<file path="src/rtl/angstrom_pkg.sv">
// rtl/angstrom_pkg.sv - shared widths, opcodes and sequencer states
package angstrom_pkg;

  localparam int DATA_W = 8;
  localparam int ADDR_W = 4;

  localparam logic [3:0] OP_NOP = 4'b0000;
  localparam logic [3:0] OP_LDA = 4'b0001;
  localparam logic [3:0] OP_STA = 4'b0010;
  localparam logic [3:0] OP_ADD = 4'b0011;
  localparam logic [3:0] OP_SUB = 4'b0100;
  localparam logic [3:0] OP_BRC = 4'b0101;
  localparam logic [3:0] OP_BRZ = 4'b0110;
  localparam logic [3:0] OP_JMP = 4'b0111;
  localparam logic [3:0] OP_LDI = 4'b1000;
  localparam logic [3:0] OP_AND = 4'b1001;
  localparam logic [3:0] OP_OR  = 4'b1010;
  localparam logic [3:0] OP_XOR = 4'b1011;
  localparam logic [3:0] OP_INP = 4'b1100;
  localparam logic [3:0] OP_OUT = 4'b1101;
  localparam logic [3:0] OP_SHL = 4'b1110;
  localparam logic [3:0] OP_SHR = 4'b1111;

  typedef enum logic [2:0] {
    ST_FETCH  = 3'd0,
    ST_DECODE = 3'd1,
    ST_READ   = 3'd2,
    ST_EXEC   = 3'd3,
    ST_WRITE  = 3'd4,
    ST_IN     = 3'd5,
    ST_OUT    = 3'd6
  } st_e;

endpackage

</file>
<file path="src/rtl/pc_reg.sv">
// rtl/pc_reg.sv - program counter with load, increment and natural wrap
module pc_reg
  import angstrom_pkg::*;
(
  input  logic              clk_i,
  input  logic              rst_n_i,
  input  logic              ld_i,
  input  logic              inc_i,
  input  logic [ADDR_W-1:0] ld_val_i,
  output logic [ADDR_W-1:0] pc_o
);

  logic [ADDR_W-1:0] pc_q, pc_d;

  // Load wins over increment; the two never coincide in the sequencer anyway.
  always_comb begin
    pc_d = pc_q;
    if (ld_i)       pc_d = ld_val_i;
    else if (inc_i) pc_d = pc_q + 1'b1;
  end

  always_ff @(posedge clk_i) begin
    if (!rst_n_i) pc_q <= '0;
    else          pc_q <= pc_d;
  end

  assign pc_o = pc_q;

endmodule

</file>
<file path="src/rtl/fetch_seq.sv">
// rtl/fetch_seq.sv - instruction fetch/execute sequencer for the angstrom core
module fetch_seq
  import angstrom_pkg::*;
(
  input  logic              clk_i,
  input  logic              rst_n_i,
  input  logic              run_i,
  output logic [ADDR_W-1:0] mem_addr_o,
  output logic              mem_rd_o,
  output logic              mem_wr_o,
  input  logic              mem_rdy_i,
  input  logic [DATA_W-1:0] mem_rdata_i,
  output logic [3:0]        op_o,
  output logic [3:0]        arg_o,
  input  logic              imm_i,
  input  logic              jmp_i,
  input  logic              mr_i,
  input  logic              mw_i,
  input  logic              inp_i,
  input  logic              out_i,
  input  logic              alu_i,
  input  logic              take_i,
  input  logic              in_vld_i,
  output logic              in_ack_o,
  output logic              out_vld_o,
  input  logic              out_rdy_i,
  output logic [ADDR_W-1:0] pc_o,
  output logic              acc_ld_o,
  output logic              retire_o
);

  st_e        state_q, state_d;
  logic [3:0] op_q, arg_q;
  logic       ir_ld, pc_ld, no_flag;

  assign ir_ld   = (state_q == ST_FETCH) && run_i && mem_rdy_i;
  assign pc_ld   = (state_q == ST_DECODE) && jmp_i && (take_i || (op_q == OP_JMP));
  assign no_flag = !(jmp_i || inp_i || out_i || mr_i || alu_i || mw_i || imm_i);

  pc_reg u_pc (
    .clk_i    (clk_i),
    .rst_n_i  (rst_n_i),
    .ld_i     (pc_ld),
    .inc_i    (ir_ld),
    .ld_val_i (arg_q),
    .pc_o     (pc_o)
  );

  always_ff @(posedge clk_i) begin
    if (!rst_n_i) begin
      state_q <= ST_FETCH;
      op_q    <= '0;
      arg_q   <= '0;
    end else begin
      state_q <= state_d;
      if (ir_ld) begin
        op_q  <= mem_rdata_i[7:4];
        arg_q <= mem_rdata_i[3:0];
      end
    end
  end

  // Decode order encodes the flag priority: jmp, inp, out, mr, alu, mw, imm.
  always_comb begin
    state_d = state_q;
    case (state_q)
      ST_FETCH:  if (ir_ld) state_d = ST_DECODE;
      ST_DECODE: begin
        if (jmp_i)              state_d = ST_FETCH;
        else if (inp_i)         state_d = ST_IN;
        else if (out_i)         state_d = ST_OUT;
        else if (mr_i)          state_d = ST_READ;
        else if (alu_i)         state_d = ST_EXEC;
        else if (mw_i)          state_d = ST_WRITE;
        else if (imm_i)         state_d = ST_EXEC;
        else                    state_d = ST_FETCH;
      end
      ST_READ:   if (mem_rdy_i) state_d = ST_FETCH;
      ST_EXEC:                  state_d = ST_FETCH;
      ST_WRITE:  if (mem_rdy_i) state_d = ST_FETCH;
      ST_IN:     if (in_vld_i)  state_d = ST_FETCH;
      ST_OUT:    if (out_rdy_i) state_d = ST_FETCH;
      default:                  state_d = ST_FETCH;
    endcase
  end

  // Strobes are gated by reset so a stale state cannot leak during the reset cycle.
  always_comb begin
    mem_addr_o = pc_o;
    mem_rd_o   = 1'b0;
    mem_wr_o   = 1'b0;
    acc_ld_o   = 1'b0;
    in_ack_o   = 1'b0;
    out_vld_o  = 1'b0;
    retire_o   = 1'b0;
    if (rst_n_i) begin
      case (state_q)
        ST_FETCH:  mem_rd_o = run_i;
        ST_DECODE: retire_o = jmp_i || no_flag;
        ST_READ: begin
          mem_rd_o   = 1'b1;
          mem_addr_o = arg_q;
          acc_ld_o   = mem_rdy_i;
          retire_o   = mem_rdy_i;
        end
        ST_EXEC: begin
          acc_ld_o = 1'b1;
          retire_o = 1'b1;
        end
        ST_WRITE: begin
          mem_wr_o   = 1'b1;
          mem_addr_o = arg_q;
          retire_o   = mem_rdy_i;
        end
        ST_IN: begin
          in_ack_o = in_vld_i;
          acc_ld_o = in_vld_i;
          retire_o = in_vld_i;
        end
        ST_OUT: begin
          out_vld_o = 1'b1;
          retire_o  = out_rdy_i;
        end
        default: ;
      endcase
    end
  end

  assign op_o  = op_q;
  assign arg_o = arg_q;

endmodule

</file>
<file path="config.mk">
export PLATFORM = sky130hd
export DESIGN_NAME = fetch_seq
export DESIGN_NICKNAME = d
export VERILOG_FILES = /design/src/rtl/angstrom_pkg.sv /design/src/rtl/pc_reg.sv /design/src/rtl/fetch_seq.sv
export SDC_FILE = /design/constraint.sdc
export NUM_CORES = 1
export LEC_CHECK = 0
export ABC_AREA = 1
export CORE_ASPECT_RATIO = 1.5
export CORE_MARGIN = 2
export CORE_UTILIZATION = 41
export CTS_CLUSTER_SIZE = 12
export DETAILED_ROUTE_END_ITERATION = 6
export GPL_ROUTABILITY_DRIVEN = 0
export GPL_TIMING_DRIVEN = 1
export PLACE_DENSITY = 0.79
export SLEW_MARGIN = 20
export SYNTH_ARGS = -nofsm -noshare
export SYNTH_HDL_FRONTEND = slang
export SYNTH_SLANG_ARGS = --single-unit
</file>
<file path="constraint.sdc">
create_clock -name clk_i -period 1.4 [get_ports clk_i]
set_input_delay 0.28 -clock clk_i [delete_from_list [all_inputs] [get_ports clk_i]]
set_output_delay 0.28 -clock clk_i [all_outputs]
set_load 0.02 [all_outputs]
</file>
==> impl_metrics.env <==
export IMPL_cp_top_family="simple AND/OR/NAND/NOR gates"
export IMPL_crit_path_end_kind="output pin"
export IMPL_max_freq_mhz=537
export IMPL_synth_xor_area_share_pct=1.75
export IMPL_die_x_um=44.3
export IMPL_antenna_found_initial=0
export IMPL_rsz0062_at_grt="yes"
export IMPL_yosys_area_share_adder_pct=1.25
export IMPL_p_leak_nw=0.952
export IMPL_htreeDepth=1
export IMPL_avgRoutedWirePerCell_um=15.7
export IMPL_drt_pass1_iter_count=4
export IMPL_synth_compound_area_share_pct=13.8
export IMPL_grtUsageTotal_pct=27.2
export IMPL_cp_start_kind="flip-flop"
export IMPL_path_cells="inv_4 > buf_6 > nand2_2 > nor2_2 > nand4_1 > nand2_1 > nor2_2 > nor2_2 > buf_6"
export IMPL_dp_hpwl_um=2730
export IMPL_setup_viol=23
export IMPL_fp_coreArea_um2=2260
export IMPL_muxShareOfSynthArea_pct=0
export IMPL_instances_no_fill=272
export IMPL_cts_tree="yes"
export IMPL_synth_edff_count=0
export IMPL_ys_warn_count=0
export IMPL_fill_cells=135
export IMPL_regArea_um2=312
export IMPL_place_inst=255
export IMPL_yosys_area_top_type_share_pct=30.1
export IMPL_clk_latency_ns=0.30
export IMPL_synth_top_family_by_area="simple AND/OR/NAND/NOR gates"
export IMPL_grt_max_degree=16
export IMPL_num_io_pins=44
export IMPL_netlist_instances=157
export IMPL_row_count=21
export IMPL_die_area_um2=2850
export IMPL_placed_area_um2=1740
export IMPL_path_class="reg -> out"
export IMPL_cap_viol_max_count=0
export IMPL_finalCoreUtilization_pct=87.0
export IMPL_failed_checks="setup timing"
export IMPL_numCtsBuffers=3
export IMPL_peakVddDrop_v=0.00101
export IMPL_cts_root_buf="clkbuf_4"
export IMPL_drive_above_1_share_pct=45.4
export IMPL_nNetsFinal=273
export IMPL_hold_viol_final=0
export IMPL_drtIter0Drc=41
export IMPL_synth_area_leaders="dfxtp_1, nand2_1, nor2_1"
export IMPL_worst_pin_slew_ns=0.238
export IMPL_path_buf_inv=3
export IMPL_avgViaCountPerCell=5.38
export IMPL_ys_seq_elements=15
export IMPL_route_detailed_drc=0
export IMPL_critical_path_slowest_cell="dfxtp_4"
export IMPL_synthSimpleGateAreaFrac_pct=41.9
export IMPL_synth_largest_area_cell="dfxtp_1"
export IMPL_cpMostUsedCell="nor2_2"
export IMPL_area_growth_pct=97.0
export IMPL_async_flop_share_pct=0
export IMPL_numPortBuffers=43
export IMPL_finClkSkew_ns=0.00262
export IMPL_max_stage_delay_ns=0.38
export IMPL_grt_overflow_total=0
export IMPL_status="finished with violations"
export IMPL_finalWorstSetupSlack_ns=-0.462
export IMPL_clkTransAtPathRegs_ns=0.09
export IMPL_first_global_vias=1458
export IMPL_synthFlopType="dfxtp_1"
export IMPL_worst_ep_arrival_time_ns=1.58
export IMPL_slew_limit_headroom_pct=84.0
export IMPL_synth_top_cells_by_count="nand2_1, nor2_1, inv_1"
export IMPL_clkSinkCount=15
export IMPL_holdBufCountCts=0
export IMPL_dieHeight_um=64.4
export IMPL_ys_types=23
export IMPL_multiInputGateArea_um2=737
export IMPL_drv_slew=0
export IMPL_clk_path_buf_depth=2
export IMPL_dpl_worst_slack_ns=-0.775
export IMPL_fin_crit_sh_pct=133
export IMPL_syn_area_um2=998
export IMPL_antenna_left=0
export IMPL_start_util_pct=44.2
export IMPL_grt_first_pass_wirelength_um=5950
export IMPL_antenna_cells=0
export IMPL_seq_area_frac_synth_pct=30.1
export IMPL_power_mw=2.66
export IMPL_synth_fp_nets=180
export IMPL_cp_max_fo=6
export IMPL_layout_min_cycle_time_ns=1.86
export IMPL_postSynthAreaPerCell_um2=6.36
export IMPL_drt_total_wl_um=4280
export IMPL_hold_class="reg -> reg"
export IMPL_via_count=1462
export IMPL_cp_required_ns=1.12
export IMPL_power_density_nw_per_um2=1350
export IMPL_final_area_um2=1970
==> timing repair <==
item / 4_1_cts / 5_1_grt
gates cloned: 0 / 1
endpoints found under the hold margin: 0 / 0
resized for setup: 85 / 37
buffers inserted: 3 / 9
setup endpoints to repair: 29 / 20
pin swaps: 8 / 10
==> path summary, 6_finish.rpt <==
check,from,to,slack (ns),cells after the start
max,state_q[1],retire_o,-0.46,9
min,op_o[3],op_o[3],0.52,2
max reg2reg,state_q[0],u_pc.pc_o[3],-0.12,11
min reg2reg,op_o[3],op_o[3],0.52,2
==> worst register-to-register path: stages, from the launching register on <==
cell and delay [ns]:
dfxtp_4 0.38, nor2_4 0.12, buf_4 0.11, buf_4 0.09, buf_6 0.09, nand2_4 0.06, nor2_8 0.17, inv_8 0.06
nand2_1 0.08, nor2_1 0.05, nor2_1 0.13, nor2_1 0.06
==> stage by stage <==
stage	hold slack (ns)	setup TNS, ns
2_1_floorplan	0.415	-0.101
3_3_place_gp	0.469	-8.09
3_5_place_dp	0.484	-8.88
4_1_cts	0.502	-2.28
5_1_grt	0.545	-5.01
6_report	0.524	-3.59
==> cells in the final DEF, fill, tap and decap left out, types with 5 or more instances in the layout <==
| cell type | instances |
|---|---|
| buf_4 | 45 |
| nor2_1 | 24 |
| nand2_1 | 21 |
| clkdlybuf4s50_1 | 20 |
| inv_1 | 17 |
| dfxtp_1 | 12 |
| nand2_2 | 9 |
| nand3_1 | 9 |
| dlygate4sd2_1 | 9 |
| buf_6 | 7 |
| nor2_2 | 6 |
| a21oi_1 | 6 |
| nand3_2 | 5 |
| a21oi_2 | 5 |
==> sequential cells by signal, summed over array words and instances, names as in the netlist <==
name / flops
op_o: 4
arg_o: 4
u_pc.pc_o: 4
state_q: 3
==> final cells by class <==
cell class	count	share of cell area, %
clock buffers	4	1.34
inverters	22	4.90
multi-input cells	117	37.5
flip-flops and latches	15	15.8
well taps	23	1.46
repair buffers	90	38.7
repair inverters	1	0.318
==> power by group <==
| part | switching, mW | total [mW] | internal [mW] |
|---|---|---|---|
| logic | 0.915 | 1.75 | 0.834 |
| registers | 0.113 | 0.642 | 0.529 |
| clock network | 0.155 | 0.266 | 0.111 |
==> layer usage <==
metal | share of wire [%] | global-route usage, %
met2 | 57 | 53.3
met5 | 0 | 0
met4 | 3.2 | 10.6
met3 | 4.4 | 3.34
met1 | 36 | 27.2
==> logic make-up after synthesis <==
kind of cell	Yosys count
xor gates and xnor gates	2
AOI/OAI and AO/OA	27
buffers and inverters	25
adders and majority gates	1
and+or+nand+nor	87
DFF	15
(Power assumes the default switching activity.)
